<file path="src/rtl/pfu_mmu_pe_arb.sv">
// pfu_mmu_pe_arb
// Arbitrates L1/L2 translation requests from the 8 prefetch-buffer entries
// onto the single MMU prefetch port. One transaction at a time:
// IDLE (grant) -> REQ (MMU handshake) -> WAIT (response) -> IDLE.
// Round-robin across entries starting at rr_ptr; L1 beats L2 within an entry.
// A popped entry still completes its MMU handshake but its response is dropped.
//
// Optional feature: define PFU_MMU_ARB_TIMEOUT_EN to add an 8-bit WAIT
// watchdog that returns an error response after 255 silent WAIT cycles.
//
// Handshakes: lsu_mmu_pfu_req is valid and lsu_mmu_pfu_vpn is stable from
// the first REQ cycle until the cycle where mmu_lsu_pfu_grnt is sampled high;
// a response is accepted only while in WAIT, in the cycle mmu_lsu_pfu_ppn_vld=1.
module pfu_mmu_pe_arb (
  input  logic         forever_cpuclk,
  input  logic         cpurst,
  input  logic         pfu_dcache_pref_en,
  input  logic         cp0_lsu_pfu_mmu_dis,
  input  logic [7:0]   entry_mmu_pe_req_l1,
  input  logic [7:0]   entry_mmu_pe_req_l2,
  input  logic [223:0] entry_l1_vpn,
  input  logic [223:0] entry_l2_vpn,
  input  logic [7:0]   entry_pop_vld,
  input  logic         mmu_lsu_pfu_grnt,
  input  logic         mmu_lsu_pfu_ppn_vld,
  input  logic [27:0]  mmu_lsu_pfu_ppn,
  input  logic         mmu_lsu_pfu_ppn_err,
  input  logic         mmu_lsu_pfu_sec,
  input  logic         mmu_lsu_pfu_share,
  output logic         lsu_mmu_pfu_req,
  output logic [27:0]  lsu_mmu_pfu_vpn,
  output logic [7:0]   entry_mmu_pe_req_grnt,
  output logic         pfu_mmu_pe_req_sel_l1,
  output logic [7:0]   pfu_get_ppn_vld,
  output logic [27:0]  pfu_get_ppn,
  output logic         pfu_get_ppn_err,
  output logic         pfu_get_page_sec,
  output logic         pfu_get_page_share,
  output logic         arb_busy
);

  typedef enum logic [1:0] {
    ST_IDLE = 2'd0,
    ST_REQ  = 2'd1,
    ST_WAIT = 2'd2
  } state_t;

  state_t      state_q;
  logic [2:0]  rr_ptr_q;
  logic        kill_q;
  logic [2:0]  idx_q;
  logic        src_l1_q;
  logic [27:0] vpn_q;

  logic [27:0] l1_vpn_arr [8];
  logic [27:0] l2_vpn_arr [8];
  logic        win_found;
  logic [2:0]  win_idx;
  logic        win_l1;
  logic [2:0]  cand;
  logic [27:0] win_vpn;
  logic        grant_go;
  logic        kill_now;
  logic        resp_take;
  logic        timeout_fire;
  logic        resp_fire;

  // Split the flat VPN buses into per-entry views.
  always_comb begin
    for (int i = 0; i < 8; i++) begin
      l1_vpn_arr[i] = entry_l1_vpn[i*28 +: 28];
      l2_vpn_arr[i] = entry_l2_vpn[i*28 +: 28];
    end
  end

  // Round-robin scan from rr_ptr; first requesting entry wins, L1 before L2.
  always_comb begin
    win_found = 1'b0;
    win_idx   = 3'd0;
    win_l1    = 1'b0;
    cand      = 3'd0;
    for (int i = 0; i < 8; i++) begin
      cand = rr_ptr_q + 3'(i);
      if (!win_found && (entry_mmu_pe_req_l1[cand] || entry_mmu_pe_req_l2[cand])) begin
        win_found = 1'b1;
        win_idx   = cand;
        win_l1    = entry_mmu_pe_req_l1[cand];
      end
    end
  end

  assign win_vpn  = win_l1 ? l1_vpn_arr[win_idx] : l2_vpn_arr[win_idx];

  // Grants only from IDLE, and never while reset is held.
  assign grant_go = (state_q == ST_IDLE) && !cpurst && win_found &&
                    pfu_dcache_pref_en && !cp0_lsu_pfu_mmu_dis;

  assign kill_now  = entry_pop_vld[idx_q];
  assign resp_take = (state_q == ST_WAIT) && mmu_lsu_pfu_ppn_vld;

`ifdef PFU_MMU_ARB_TIMEOUT_EN
  logic [7:0] wait_cnt_q;
  assign timeout_fire = (state_q == ST_WAIT) && !mmu_lsu_pfu_ppn_vld && (wait_cnt_q == 8'hFF);

  // Watchdog: counts WAIT cycles, cleared when WAIT is entered.
  always_ff @(posedge forever_cpuclk or posedge cpurst) begin
    if (cpurst) begin
      wait_cnt_q <= 8'd0;
    end else if (state_q == ST_REQ && mmu_lsu_pfu_grnt) begin
      wait_cnt_q <= 8'd0;
    end else if (state_q == ST_WAIT && wait_cnt_q != 8'hFF) begin
      wait_cnt_q <= wait_cnt_q + 8'd1;
    end
  end
`else
  assign timeout_fire = 1'b0;
`endif

  // A pop seen earlier (kill_q) or in the response cycle itself drops the response.
  assign resp_fire = (resp_take || timeout_fire) && !kill_q && !kill_now;

  assign entry_mmu_pe_req_grnt = grant_go ? (8'd1 << win_idx) : 8'd0;
  assign pfu_mmu_pe_req_sel_l1 = grant_go ? win_l1 : src_l1_q;
  assign lsu_mmu_pfu_req       = (state_q == ST_REQ);
  assign lsu_mmu_pfu_vpn       = vpn_q;
  assign pfu_get_ppn_vld       = resp_fire ? (8'd1 << idx_q) : 8'd0;
  assign pfu_get_ppn           = mmu_lsu_pfu_ppn;
  assign pfu_get_ppn_err       = timeout_fire || (mmu_lsu_pfu_ppn_err && !cpurst);
  assign pfu_get_page_sec      = mmu_lsu_pfu_sec;
  assign pfu_get_page_share    = mmu_lsu_pfu_share;
  assign arb_busy              = (state_q != ST_IDLE);

  // Main FSM: latch the winner on grant, track kills, return to IDLE on response.
  always_ff @(posedge forever_cpuclk or posedge cpurst) begin
    if (cpurst) begin
      state_q  <= ST_IDLE;
      rr_ptr_q <= 3'd0;
      kill_q   <= 1'b0;
      idx_q    <= 3'd0;
      src_l1_q <= 1'b0;
      vpn_q    <= 28'd0;
    end else begin
      case (state_q)
        ST_IDLE: begin
          kill_q <= 1'b0;
          if (grant_go) begin
            idx_q    <= win_idx;
            src_l1_q <= win_l1;
            vpn_q    <= win_vpn;
            rr_ptr_q <= win_idx + 3'd1;
            state_q  <= ST_REQ;
          end
        end
        ST_REQ: begin
          if (kill_now) kill_q <= 1'b1;
          if (mmu_lsu_pfu_grnt) state_q <= ST_WAIT;
        end
        ST_WAIT: begin
          if (kill_now) kill_q <= 1'b1;
          if (resp_take || timeout_fire) begin
            state_q <= ST_IDLE;
            kill_q  <= 1'b0;
          end
        end
        default: begin
          state_q <= ST_IDLE;
          kill_q  <= 1'b0;
        end
      endcase
    end
  end

endmodule

</file>
<file path="config.mk">
export PLATFORM = sky130hd
export DESIGN_NAME = pfu_mmu_pe_arb
export DESIGN_NICKNAME = d
export VERILOG_FILES = /design/src/rtl/pfu_mmu_pe_arb.sv
export SDC_FILE = /design/constraint.sdc
export NUM_CORES = 1
export LEC_CHECK = 0
export ABC_AREA = 1
export BUFFER_PORTS_ARGS = -buffer_cell sky130_fd_sc_hd__buf_2
export CORE_AREA = 5 5 225 227
export DETAILED_ROUTE_END_ITERATION = 16
export DIE_AREA = 0 0 230 232
export SYNTH_ARGS = -nofsm -noshare
export SYNTH_HDL_FRONTEND = slang
export SYNTH_SLANG_ARGS = --single-unit
</file>
<file path="constraint.sdc">
create_clock -name forever_cpuclk -period 3.9 [get_ports forever_cpuclk]
set_input_delay 0 -clock forever_cpuclk [delete_from_list [all_inputs] [get_ports forever_cpuclk]]
set_output_delay 0 -clock forever_cpuclk [all_outputs]
set_load 0.01 [all_outputs]
</file>
Yosys cells after proc, flatten, opt, wreduce, memory -nomap -nowiden --
Cells that the tools add are included.
Cells by class: $add $sub $neg 8, order comparisons 10, eq/ne operators 5, shift-type cells 2, muxes and demuxes 75, bitwise gates (word level) 1, reduce and logical (&&, ||, !) cells 38
Operators with widths (number):
- $bmux W28 S3 | 2
- $mux W28 | 5
- $bmux W1 S3 | 17
- $lt A3 B4 Y1 const B | 9
- $mux W1 | 36
- $mux W3 | 8
- $mux W8 | 2
- $shl A1 B3 Y8 const A | 2
- $logic_and A1 B1 Y1 | 15
- $add A3 B3 Y3 const B | 4
- $logic_not A1 Y1 | 11
- $logic_or A1 B1 Y1 | 8
- $add A3 B1 Y3 const B | 2
- $add A3 B2 Y3 const B | 2
- $mux W2 | 3
- $ne A2 B2 Y1 const B | 3
- $pmux W2 S3 | 1
- $ge A4 B4 Y1 const B | 1
- $not A3 Y4 | 1
- $reduce_and A3 Y1 | 1
- $eq A2 B1 Y1 const B | 1
- $eq A2 B2 Y1 const B | 1
- $logic_not A2 Y1 | 1
- $pmux W1 S2 | 1
- other kinds (2) | 2
Word-level totals: bits in registers 38, input port bits 509, output and inout port bits 78, word-level logic and storage cells 145

Depth between registers and ports, before layout --
Gate-level depths: netlist of run 1.
word-level depth 30, depth in mapped cells 26, depth with buffers taken out 21

Least setup slack after synthesis of run 1 --
No wires, ideal clock.
kind register -> register, start register rr_ptr_q[0], end register rr_ptr_q[2], library setup time 0.132 ns, arrival time 3.239 ns, required time 3.768 ns, path slack 0.529 ns, stages on the path, launching flop included 24, path buffers 6, period minus slack after synthesis 3.371 ns, cell sequence dfrtp_1 -> buf_6 -> inv_4 -> buf_6 -> ha_1 -> buf_2 -> nand3_1 -> nand2_1 -> nand2_1 -> nand2_1 -> nand2_2 -> nor2_4 -> nand4_2 -> nor2_4 -> nand3_4 -> nand3_4 -> nand2_2 -> buf_6 -> buf_6 -> buf_6 -> ha_1 -> ha_1 -> nand2_1 -> o21ai_0
On the way: elaborated cells on any way between the ends 82, classes of those cells 8 x add/sub; 48 x mux; 26 x reduce/logical
RTL lines:
- from (decl) | RTL line 49 | logic [2:0] rr_ptr_q;
- from (signal assigned) | RTL line 150 | rr_ptr_q <= win_idx + 3'd1;
- branches (longest 24 deep; another with $add A3 B1 Y3)
- $mux W3 (*) | RTL line 84 | if (!win_found && (entry_mmu_pe_req_l1[cand] || entry_mmu_pe_req_l2[cand])) begin
- via win_idx[0] | RTL line 58 | logic [2:0] win_idx;
- $add A3 B1 Y3 (*) | RTL line 150
Mark *: on every way through the listed nets, which the timed path passes. The select of a mux whose other input is x is not followed. A chain may end at the register's enable or synchronous reset.

Final worst setup path of run 1 --
start register rr_ptr_q[0], end output entry_mmu_pe_req_grnt[7]
On the way: cells in the longest elaborated chain, start to end 29, elaborated cells on any way between the ends 82, classes of those cells 7 x add/sub; 1 x shift; 49 x mux; 25 x reduce/logical
RTL lines:
- branches (longest 28 deep; another with $add A3 B1 Y3)
- $mux W8 (*) | RTL line 122 | assign entry_mmu_pe_req_grnt = grant_go ? (8'd1 << win_idx) : 8'd0;
- to (decl) | RTL line 32 | output logic [7:0] entry_mmu_pe_req_grnt,
Every way passes the cells marked *. The select of a mux whose other input is x is not followed.

==> results of run 1 <==
synth_stat cells:
cell type    n
a211oi_1     1
a21oi_1      6
a31oi_1      2
and2_1       1
buf_1       10
buf_2       76
buf_4       37
buf_6       16
clkbuf_1    19
clkinv_1     2
dfrtp_1     38
ha_1        11
inv_1       36
inv_2        1
inv_4        1
nand2_1    462
nand2_2      4
nand2_4      1
nand3_1    655
nand3_4      2
nand3b_1     2
nand4_1      4
nand4_2      1
nor2_1      38
nor2_2       3
nor2_4       3
nor3_1       3
nor4_1       1
o2111ai_1    1
o211ai_1     2
o21ai_0     12
o21ai_1      1
o21bai_1     1
o21bai_2     1
o22ai_1      1
or2_2        2
xnor2_1      1
xnor2_2      1
xor2_2       2
layer usage:
layer	global-route usage, %	vias up
li1	-	5849
met1	23.5	5449
met2	31.2	609
met3	4.45	87
met4	4.04	16
met5	0	-
how the worst max path moves through the flow:
stage                                            to  cells after the start
floorplan                   rr_ptr_q[2]$_DFFE_PP0P_                     23
global placement    lsu_mmu_pfu_vpn[20]$_DFFE_PP0P_                     21
detailed placement   lsu_mmu_pfu_vpn[1]$_DFFE_PP0P_                     21
CTS                        entry_mmu_pe_req_grnt[7]                     17
global route        lsu_mmu_pfu_vpn[23]$_DFFE_PP0P_                     22
finish                     entry_mmu_pe_req_grnt[7]                     19
logic make-up after synthesis:
group | synth area share (%)
adder cells (fa/ha/maj) | 1.77
buffers and inverters | 14.1
AO/OA/AOI/OAI | 2.11
AND/OR/NAND/NOR | 69.0
XOR/XNOR | 0.740
flip-flops | 12.2
final cells by class:
type | instances | area, um^2
repair buffers | 612 | 3620
inverters | 40 | 156
clock buffers | 5 | 125
well taps | 622 | 778
diodes | 5 | 12.5
multi-input cells | 1226 | 5870
fillers | 5713 | 36900
repair inverters | 1 | 5.00
flip-flops and latches | 38 | 953
clock inverters | 3 | 68.8
registers in the layout, indices dropped and copies added, names as in the netlist:
name / cells
src_l1_q: 1
kill_q: 1
rr_ptr_q: 3
lsu_mmu_pfu_vpn: 28
state_q: 2
idx_q: 3
cells in the final DEF, fill, tap and decap left out, types with 3 or more instances in the layout:
master	instances
nand3_1	654
inv_1	35
nor2_4	4
nand2_2	6
buf_4	57
dfrtp_1	36
diode_2	5
nand2_4	3
buf_12	18
a21oi_1	6
nand2_1	457
buf_6	4
clkbuf_16	8
o21ai_0	12
inv_2	3
nor2_1	35
nand4_1	4
nor3_1	3
buf_2	526
ha_1	9
nor2_2	5
per-stage QoR:
stage,instances,utilization [%],TNS [ps],hold WS [ps]
finish,2552,23.9,0,0.00393
global route,2549,23.9,-131,0.0189
CTS,2528,23.3,0,0.0686
detailed placement,2518,22.8,0,0.0686
global placement,2518,22.8,0,0.0686
floorplan,1461,-,0,47.5
timing repair:
action / CTS / global route
buffers inserted: 0 / 14
hold endpoints to repair: 39 / 0
hold buffers: 2 / 0
gates cloned: 0 / 5
pin swaps: 0 / 8
setup endpoints to repair: 1 / 35
gates resized for setup: 2 / 21
critical path, stage by stage (launching register included):
cell and delay (ps):
dfrtp_2 430, buf_4 160, ha_2 230, xnor2_2 290, nand2_1 90, nand2_1 110
nand2_2 90, nor2_4 190, nand4_4 120, nor2_4 200, nand3_4 160, nand2_2 120
nor2_1 70, nor2_4 200, buf_12 170, ha_1 180, ha_1 150, inv_1 40
nor2_1 140, buf_2 160
==> implementation parameters, run 1 <==
Parameter                              Value

Synth
  Syn avg cell area    roughly 5.3 um^2
  Top cells by area in the synthesized netlist    nand3_1 (42%), nand2_1 (22%), dfrtp_1 (12%), buf_2 (4.9%), buf_4 (3.6%)
  Total of flip-flops plus latches after synthesis    38
  Area of the mapped netlist    between 0.007 and 0.008 mm^2
  Sequential share of the synthesized area    12.2%
  Mapped Nets    1981
  Post-synth cell types    39
  Post-Syn Instances    about 1.5k
  Synth top area share    42.1%
  Warnings, synthesis    0
  Synth area leader    nand3_1

Global route
  Maximum number of pins on one net before global-route repair    80
  Number of antenna violations at the first check in global routing    15
  Number of global-route vias before repair    11.4k
  Total grt overflow    0
  Aggregate global-route resource usage    a little under a fifth
  Global-route wire length before repair    approximately 74000 um

Finish
  Layout overhead on the synthesized area    48.8%
  Count of nets after finishing    2444
  Finished Cell Area    0.0116 mm^2
  Fraction of final layout cells with drive strength greater than 1    between 30% and 40%

Timing
  Setup clock skew after layout    7.25 ps
  Fin crit share    92.8%
  Slew HR    46.9%
  Max Clock Freq    276 MHz
  Number of hold violations in the final report    0
  Worst-margin pin slew    794 ps
  Final critical delay including setup and external delays    3620 ps
  Slew Limit Fails    0
  Final setup fails    0
  Post-route worst setup slack    280 ps

CTS
  H-tree depth    2
  Buffers from clock root to sink, at most    2
  Number of sinks on the clock net    38
  Latest clock arrival within the worst-skew pair    about 300 ps
  CTS Root Buffer Type    clkbuf_16
  Clock tree from TritonCTS    done
  Cts bufs inserted    5
  Clock Pin Slew Worst Setup and Hold Paths    ~70 ps

Critical path
  Launch point of the critical path    rr_ptr_q[0]$_DFFE_PP0P_
  Reg2Reg Launch Point    rr_ptr_q[0]$_DFFE_PP0P_
  Crit Reg-Reg Endpoint    lsu_mmu_pfu_vpn[17]$_DFFE_PP0P_
  Largest fanout on the critical path    10
  Worst setup EP type    output pin
  Data required time at the worst endpoint    3900 ps
  Count of cells along the worst register-to-register path    20
  Worst path arrival time    3620 ps
  Sort of element at the start of the critical path    flop
  Crit Path Category    flop to output pin
  Reg-to-reg slack, setup    300 ps

Job
  Maximum Capacitance Violations    0

Floorplanning
  Number of top-level pins    587
  Horizontal die dimension    230 um
  Initial Utilization    ~16%
  Overall die area    0.0534 mm^2
  Die height    around 230 um
  # rows    81
  Core Area    0.0484 mm^2

Placement
  HPWL reported at the end of detailed placement    43400 um
  Gp weighted congestion    slightly above 0.9
  Number of buffers inserted by port buffering    526
  Area after DPL    0.0110 mm^2
  Minimum setup slack after placement    99.8 ps

Hold path
  Worst hold stages    0
  Path type of the worst min-delay path    input pin to output pin
  Destination of the worst hold path    pfu_get_ppn[24]
  Startpoint of the worst hold path    mmu_lsu_pfu_ppn[24]

Detailed routing
  Vias    12.0k
  Highest layer used for signal routing    met5
  Detail Route Antenna Nets    0
  First-iteration detailed-routing DRC count    1021
  Post-detailed-route via-to-cell ratio    4.71
  Routed wl met2    25500 um
  Total Routed Length    53400 um
  Met3 WL    between 4000 and 5000 um
  DRC violation count after routing    0
  Drt pass-1 iters    5
  Wirelength per Cell    about 21 um
  Metal-1 WL    22100 um

Outcome
  Result of the run    finished, final reports clean
Power of run 1 is left out: the tool's default activity adds up to more than one toggle a clock period on the data nets, which glitch-free logic cannot reach.
==> inputs of run 2 (changes only) <==
--- a/config.mk
+++ b/config.mk
@@ -7,9 +7,10 @@
 export LEC_CHECK = 0
 export ABC_AREA = 1
 export BUFFER_PORTS_ARGS = -buffer_cell sky130_fd_sc_hd__buf_2
-export CORE_AREA = 5 5 225 227
+export CORE_AREA = 4 4 228 230
 export DETAILED_ROUTE_END_ITERATION = 16
-export DIE_AREA = 0 0 230 232
+export DIE_AREA = 0 0 232 234
+export SLEW_MARGIN = 10
 export SYNTH_ARGS = -nofsm -noshare
 export SYNTH_HDL_FRONTEND = slang
 export SYNTH_SLANG_ARGS = --single-unit
==> constraint.sdc (replaced) <==
create_clock -name forever_cpuclk -period 3.1 [get_ports forever_cpuclk]
set_input_delay 0 -clock forever_cpuclk [delete_from_list [all_inputs] [get_ports forever_cpuclk]]
set_output_delay 0 -clock forever_cpuclk [all_outputs]
set_load 0.01 [all_outputs]
==> implementation parameters, run 2 (same netlist as run 1, synthesis figures left out) <==
Parameter                              Value

CTS
  Number of sinks on the clock net    38 (unchanged)
  Latest clock arrival within the worst-skew pair    300 ps (about the same)
  Buffers from clock root to sink, at most    2 (unchanged)
  H-tree depth    2 (unchanged)
  CTS Root Buffer Type    clkbuf_16
  Clock Pin Slew Worst Setup and Hold Paths    70 ps (about the same)
  Clock tree from TritonCTS    done
  Cts bufs inserted    5 (unchanged)

Critical path
  Reg-to-reg slack, setup    -330 ps (-630 ps)
  Reg2Reg Launch Point    rr_ptr_q[1]$_DFFE_PP0P_
  Slowest library cell on the worst path    dfrtp_1
  Worst path arrival time    3620 ps (about the same)
  CP max stage delay    410 ps (-20 ps)
  Total number of cells along the worst setup path    21 (+2)
  Worst path most repeated cell    nand3_1
  Worst setup EP type    flop
  Launch point of the critical path    rr_ptr_q[1]$_DFFE_PP0P_
  Sort of element at the start of the critical path    flop
  Number of buffer and inverter instances along the worst setup path    5 (+1)
  Setup crit end    lsu_mmu_pfu_vpn[26]$_DFFE_PP0P_
  Crit Path Category    flop to flop
  Largest fanout on the critical path    16 (+6)
  Count of cells along the worst register-to-register path    21 (+5.0%)
  Crit Reg-Reg Endpoint    lsu_mmu_pfu_vpn[26]$_DFFE_PP0P_
  Cell-by-cell trace of the critical path    inv_2, ha_4, buf_8, nand3_4, nand3_2, nand2_2, nor2_4, nand4_4, nor2_4, nand3_4, nand2_4, nand2_8, buf_6, buf_16, buf_16, nand3_1, nand3_1, nand3_2, nand2_2, nand2_1, nand3_1
  Kind of cell adding the most delay to the critical path    simple AND/OR/NAND/NOR gates
  Data required time at the worst endpoint    3290 ps (-610 ps)

Floorplanning
  Number of top-level pins    587 (unchanged)
  # rows    82 (+1.2%)
  Initial Utilization    15.6% (-0.46 points)
  Horizontal die dimension    232 um (+0.87%)
  Core Area    0.0499 mm^2 (+2.9%)
  Overall die area    0.0543 mm^2 (+1.7%)
  Die height    234 um (+0.86%)

Placement
  Area after DPL    0.0120 mm^2 (+8.9%)
  Number of buffers inserted by port buffering    526 (unchanged)
  Gp weighted congestion    0.937 (+2.9%)
  HPWL reported at the end of detailed placement    44600 um (+2.7%)

Finish
  Fraction of final layout cells with drive strength greater than 1    45.5% (+11 points)
  Layout overhead on the synthesized area    78.5%
  Count of nets after finishing    2593 (+6.1%)
  Utilization after layout    27.9% (+4.0 points)
  Most frequent standard cell in the layout excluding fill and tap cells    nand3_1
  Max reg flops    28 (unchanged)
  Finished Cell Area    0.0139 mm^2 (+20%)
  Commonest cells after routing, fill and taps aside    nand3_1 (599), buf_2 (526), nand2_1 (397)

Detailed routing
  Vias    12.9k (+7.5%)
  DRC violation count after routing    0 (unchanged)
  First-iteration detailed-routing DRC count    932 (-8.7%)
  Total Routed Length    58800 um (+10%)
  Post-detailed-route via-to-cell ratio    4.70 (-0.20%)
  Detail Route Antenna Nets    0 (unchanged)
  Wirelength per Cell    21.4 um (+2.3%)
  Drt pass-1 iters    5 (unchanged)

Timing
  Slew Limit Fails    0 (unchanged)
  Final critical delay including setup and external delays    roughly 3400 ps
  Number of hold violations in the final report    0 (unchanged)
  Slew HR    38.5% (-8.5 points)
  Worst-margin pin slew    921 ps (+127 ps)
  Worst Hold Margin    0.00282 ps (-0.00111 ps)
  Setup TNS    -9390 ps (-9390 ps)
  Post-route worst setup slack    -328 ps (-608 ps)
  Fin crit share    111%
  Setup clock skew after layout    8.97 ps (+1.71 ps)
  Max Clock Freq    between 200 and 300 MHz
  RSZ-0062 raised after global routing    true
  Final setup fails    38 (+38)

Hold path
  Worst hold stages    0 (unchanged)
  Path type of the worst min-delay path    input pin to output pin

Global route
  Maximum number of pins on one net before global-route repair    52 (-35%)
  Number of global-route vias before repair    12.3k (+7.3%)
  Total grt overflow    0 (unchanged)
  Aggregate global-route resource usage    19.9% (+1.6 points)
  Number of antenna violations at the first check in global routing    11 (-4)
  Global-route wire length before repair    79700 um (+8.2%)

Outcome
  Result of the run    finished, violations left
  Violated checks    setup timing

Job
  Maximum Capacitance Violations    0 (unchanged)
[run 2: cell count changes in the layout (fill, tap and decap cells not counted), sizes merged]
cell	before	now
inv	39	38
buf	607	753
bufbuf	0	3
bufinv	2	1
nor2	44	45
clkinv	1	2
diode	5	2
[run 2: per-layer routing]
layer,GRT usage (%),wire [um],up-vias
met2,34.1,27800,676
met5,0,53,-
met1,25.5,24600,5960
met4,5.68,1810,8
li1,-,-,6162
met3,3.97,4570,100
[run 2: layout make-up]
type                    count  area [um^2]
clock inverters             3         45.0
clock buffers               5          125
fillers                  5629        36000
repair buffers            761         5220
diodes                      2         5.00
multi-input cells        1227         6530
inverters                  40          171
well taps                 672          841
flip-flops and latches     38          952
[run 2: how the worst min path moves through the flow]
stage	startpoint	to	slack [ps]
floorplan	cpurst	pfu_get_ppn_err	50
global placement	mmu_lsu_pfu_sec	pfu_get_page_sec	0.07
detailed placement	mmu_lsu_pfu_sec	pfu_get_page_sec	0.07
CTS	mmu_lsu_pfu_sec	pfu_get_page_sec	0.07
global route	mmu_lsu_pfu_share	pfu_get_page_share	0.02
finish	mmu_lsu_pfu_ppn[12]	pfu_get_ppn[12]	0.003
[run 2: through the flow]
stage	cells	setup WS [ps]
final	2748	-328
after global routing	2747	-484
after CTS	2730	-211
after detailed placement	2669	-609
after global placement	2669	-625
after floorplan	1461	-88.4
[run 2: worst register-to-register path, stage by stage, from the launching register on]
cell and delay, ps:
dfrtp_1 410, inv_2 90, ha_4 410, buf_8 180
nand3_4 90, nand3_2 110, nand2_2 70, nor2_4 170
nand4_4 140, nor2_4 170, nand3_4 130, nand2_4 130
nand2_8 80, buf_6 160, buf_16 170, buf_16 220
nand3_1 80, nand3_1 160, nand3_2 130, nand2_2 90
nand2_1 90, nand3_1 60
[run 2: repair_timing]
item / 4_1_cts / 5_1_grt
pin swaps: 37 / 17
hold buffers: 2 / 0
setup buffers: 41 / 12
setup endpoints to repair: 41 / 42
gates resized for setup: 162 / 53
endpoints found under the hold margin: 37 / 0
cloned: 11 / 4
Power of run 2 is left out for the same reason.
==> inputs of run 3 (changes only) <==
--- a/config.mk
+++ b/config.mk
@@ -10,6 +10,7 @@
 export CORE_AREA = 4 4 228 230
 export DETAILED_ROUTE_END_ITERATION = 16
 export DIE_AREA = 0 0 232 234
+export HOLD_SLACK_MARGIN = 0.03
 export SLEW_MARGIN = 10
 export SYNTH_ARGS = -nofsm -noshare
 export SYNTH_HDL_FRONTEND = slang
==> implementation parameters, run 3 (same netlist as run 1, synthesis figures left out) <==
Parameter                              Value

Hold path
  Startpoint of the worst hold path    mmu_lsu_pfu_grnt
  Path type of the worst min-delay path    input pin to flop
  Worst hold stages    3 (+3)
  Destination of the worst hold path    state_q[0]$_DFFE_PP0P_

Floorplanning
  Initial Utilization    15.6% (unchanged)
  # rows    82 (unchanged)
  Number of top-level pins    587 (unchanged)
  Horizontal die dimension    232 um (unchanged)
  Die height    234 um (unchanged)
  Core Area    0.0499 mm^2 (unchanged)
  Overall die area    0.0543 mm^2 (unchanged)

Critical path
  Sort of element at the start of the critical path    flop
  Crit Reg-Reg Endpoint    lsu_mmu_pfu_vpn[17]$_DFFE_PP0P_
  Crit Path Category    flop to output pin
  Cell-by-cell trace of the critical path    inv_2, ha_4, buf_8, nand3_4, nand3_2, nand2_2, nor2_4, nand4_4, nor2_4, nand3_4, nand2_2, nor2_1, nor2_4, buf_12, ha_4, ha_1, inv_1, nor2_2, buf_2
  Largest fanout on the critical path    11 (-5)
  Worst path most repeated cell    nor2_4
  Data required time at the worst endpoint    3100 ps (-190 ps)
  CP max stage delay    410 ps (about the same)
  Reg2Reg Launch Point    rr_ptr_q[1]$_DFFE_PP0P_
  Slowest library cell on the worst path    dfrtp_1
  Worst setup EP type    output pin
  Reg-to-reg slack, setup    -310 ps (+20 ps)
  Worst path arrival time    3420 ps (-200 ps)
  Count of cells along the worst register-to-register path    21 (unchanged)

Finish
  Max reg flops    28 (unchanged)
  Most frequent standard cell in the layout excluding fill and tap cells    nand3_1
  Commonest cells after routing, fill and taps aside    nand3_1 (599), buf_2 (526), nand2_1 (397)
  Count of nets after finishing    2623 (+1.2%)
  Fill cell total of the finished layout    5615 (-0.25%)
  Fraction of final layout cells with drive strength greater than 1    44.9% (-0.65 points)
  Layout overhead on the synthesized area    82.4%

Global route
  Global-route wire length before repair    80200 um (+0.57%)
  Maximum number of pins on one net before global-route repair    52 (unchanged)
  Total grt overflow    0 (unchanged)
  Aggregate global-route resource usage    20.0% (+0.094 points)
  Number of antenna violations at the first check in global routing    12 (+1)
  Number of global-route vias before repair    12.4k (+1.1%)

Detailed routing
  Wirelength per Cell    21.4 um (-0.11%)
  DRC violation count after routing    0 (unchanged)
  Post-detailed-route via-to-cell ratio    4.67 (-0.49%)
  Detail Route Antenna Nets    0 (unchanged)
  Total Routed Length    59400 um (+0.98%)
  Drt pass-1 iters    5 (unchanged)
  First-iteration detailed-routing DRC count    846 (-9.2%)
  Vias    13.0k (+0.60%)

Timing
  Max Clock Freq    292 MHz (+0.26%)
  Slew Limit Fails    0 (unchanged)
  RSZ-0062 raised after global routing    true
  Number of hold violations in the final report    0 (unchanged)
  Post-route worst setup slack    -319 ps (+8.78 ps)
  Setup TNS    -9390 ps (-1.92 ps)
  Fin crit share    110% (-0.28 points)
  Worst Hold Margin    117 ps (+117 ps)
  Final critical delay including setup and external delays    3420 ps (-8.78 ps)
  Setup clock skew after layout    8.64 ps (-0.323 ps)
  Slew HR    38.2% (-0.26 points)
  Worst-margin pin slew    925 ps (+3.87 ps)
  Final setup fails    38 (unchanged)

Placement
  HPWL reported at the end of detailed placement    44600 um (unchanged)
  Gp weighted congestion    0.937 (unchanged)
  Number of buffers inserted by port buffering    526 (unchanged)

CTS
  CTS Root Buffer Type    clkbuf_16
  Latest clock arrival within the worst-skew pair    300 ps (about the same)
  Clock tree from TritonCTS    done
  Clock Pin Slew Worst Setup and Hold Paths    70 ps (about the same)
  H-tree depth    2 (unchanged)
  Cts bufs inserted    5 (unchanged)
  Buffers from clock root to sink, at most    2 (unchanged)
  Number of sinks on the clock net    38 (unchanged)

Outcome
  Violated checks    setup timing
  Result of the run    finished, violations left

Job
  Maximum Capacitance Violations    0 (unchanged)
-- run 3: worst max-delay path, delay by kind of cell, from the launching register on --
| kind | cells | cell delay [ps] |
|---|---|---|
| buffers and inverters | 5 | 640 |
| flip-flops | 1 | 410 |
| adder cells (fa/ha/maj) | 3 | 710 |
| AND/OR/NAND/NOR | 11 | 1340 |
-- run 3: through the flow --
step | utilization [%] | worst slack, ps | instance area [um^2] | cells
2_1_floorplan | - | -88.4 | 7870 | 1461
3_3_place_gp | 24.1 | -625 | 12000 | 2669
3_5_place_dp | 24.1 | -609 | 12000 | 2669
4_1_cts | 27.6 | -211 | 13800 | 2760
5_1_grt | 28.5 | -484 | 14200 | 2778
6_report | 28.5 | -319 | 14200 | 2778
-- run 3: area by class of cell --
| class | instances | area, um^2 | share of cell area (%) |
|---|---|---|---|
| Multi-Input combinational cell | 1227 | 6530 | 46.0 |
| Timing Repair Buffer | 791 | 5520 | 38.9 |
| Sequential cell | 38 | 952 | 6.71 |
| Tap cell | 672 | 841 | 5.92 |
| Inverter | 40 | 171 | 1.21 |
| Clock buffer | 5 | 125 | 0.882 |
| Clock inverter | 3 | 45.0 | 0.317 |
| Antenna cell | 2 | 5.00 | 0.0353 |
-- run 3: how the worst max path moves through the flow --
stage	depth (start not counted)	start	end	slack [ps]
floorplan	24	rr_ptr_q[0]$_DFFE_PP0P_	rr_ptr_q[2]$_DFFE_PP0P_	-90
global placement	19	rr_ptr_q[1]$_DFFE_PP0P_	lsu_mmu_pfu_vpn[18]$_DFFE_PP0P_	-630
detailed placement	19	rr_ptr_q[1]$_DFFE_PP0P_	lsu_mmu_pfu_vpn[18]$_DFFE_PP0P_	-610
CTS	20	rr_ptr_q[0]$_DFFE_PP0P_	entry_mmu_pe_req_grnt[3]	-210
global route	19	rr_ptr_q[1]$_DFFE_PP0P_	entry_mmu_pe_req_grnt[3]	-480
finish	19	rr_ptr_q[1]$_DFFE_PP0P_	entry_mmu_pe_req_grnt[3]	-320
-- run 3: metal layers --
| layer | track usage (%) | vias up | part of all wire (%) |
|---|---|---|---|
| li1 | - | 6226 | - |
| met4 | 5.77 | 8 | 2.9 |
| met2 | 34.3 | 698 | 48 |
| met1 | 25.5 | 5960 | 41 |
| met5 | 0 | - | 0.089 |
| met3 | 4.03 | 91 | 7.9 |
-- run 3: timing repair --
action                                 4_1_cts  5_1_grt
pin swaps                                   37       17
setup buffers                               41       12
setup endpoints to repair                   41       42
hold buffers                                32        0
resized for setup                          162       53
cloned                                      11        4
endpoints found under the hold margin       69        0
Power of run 3 is left out for the same reason.
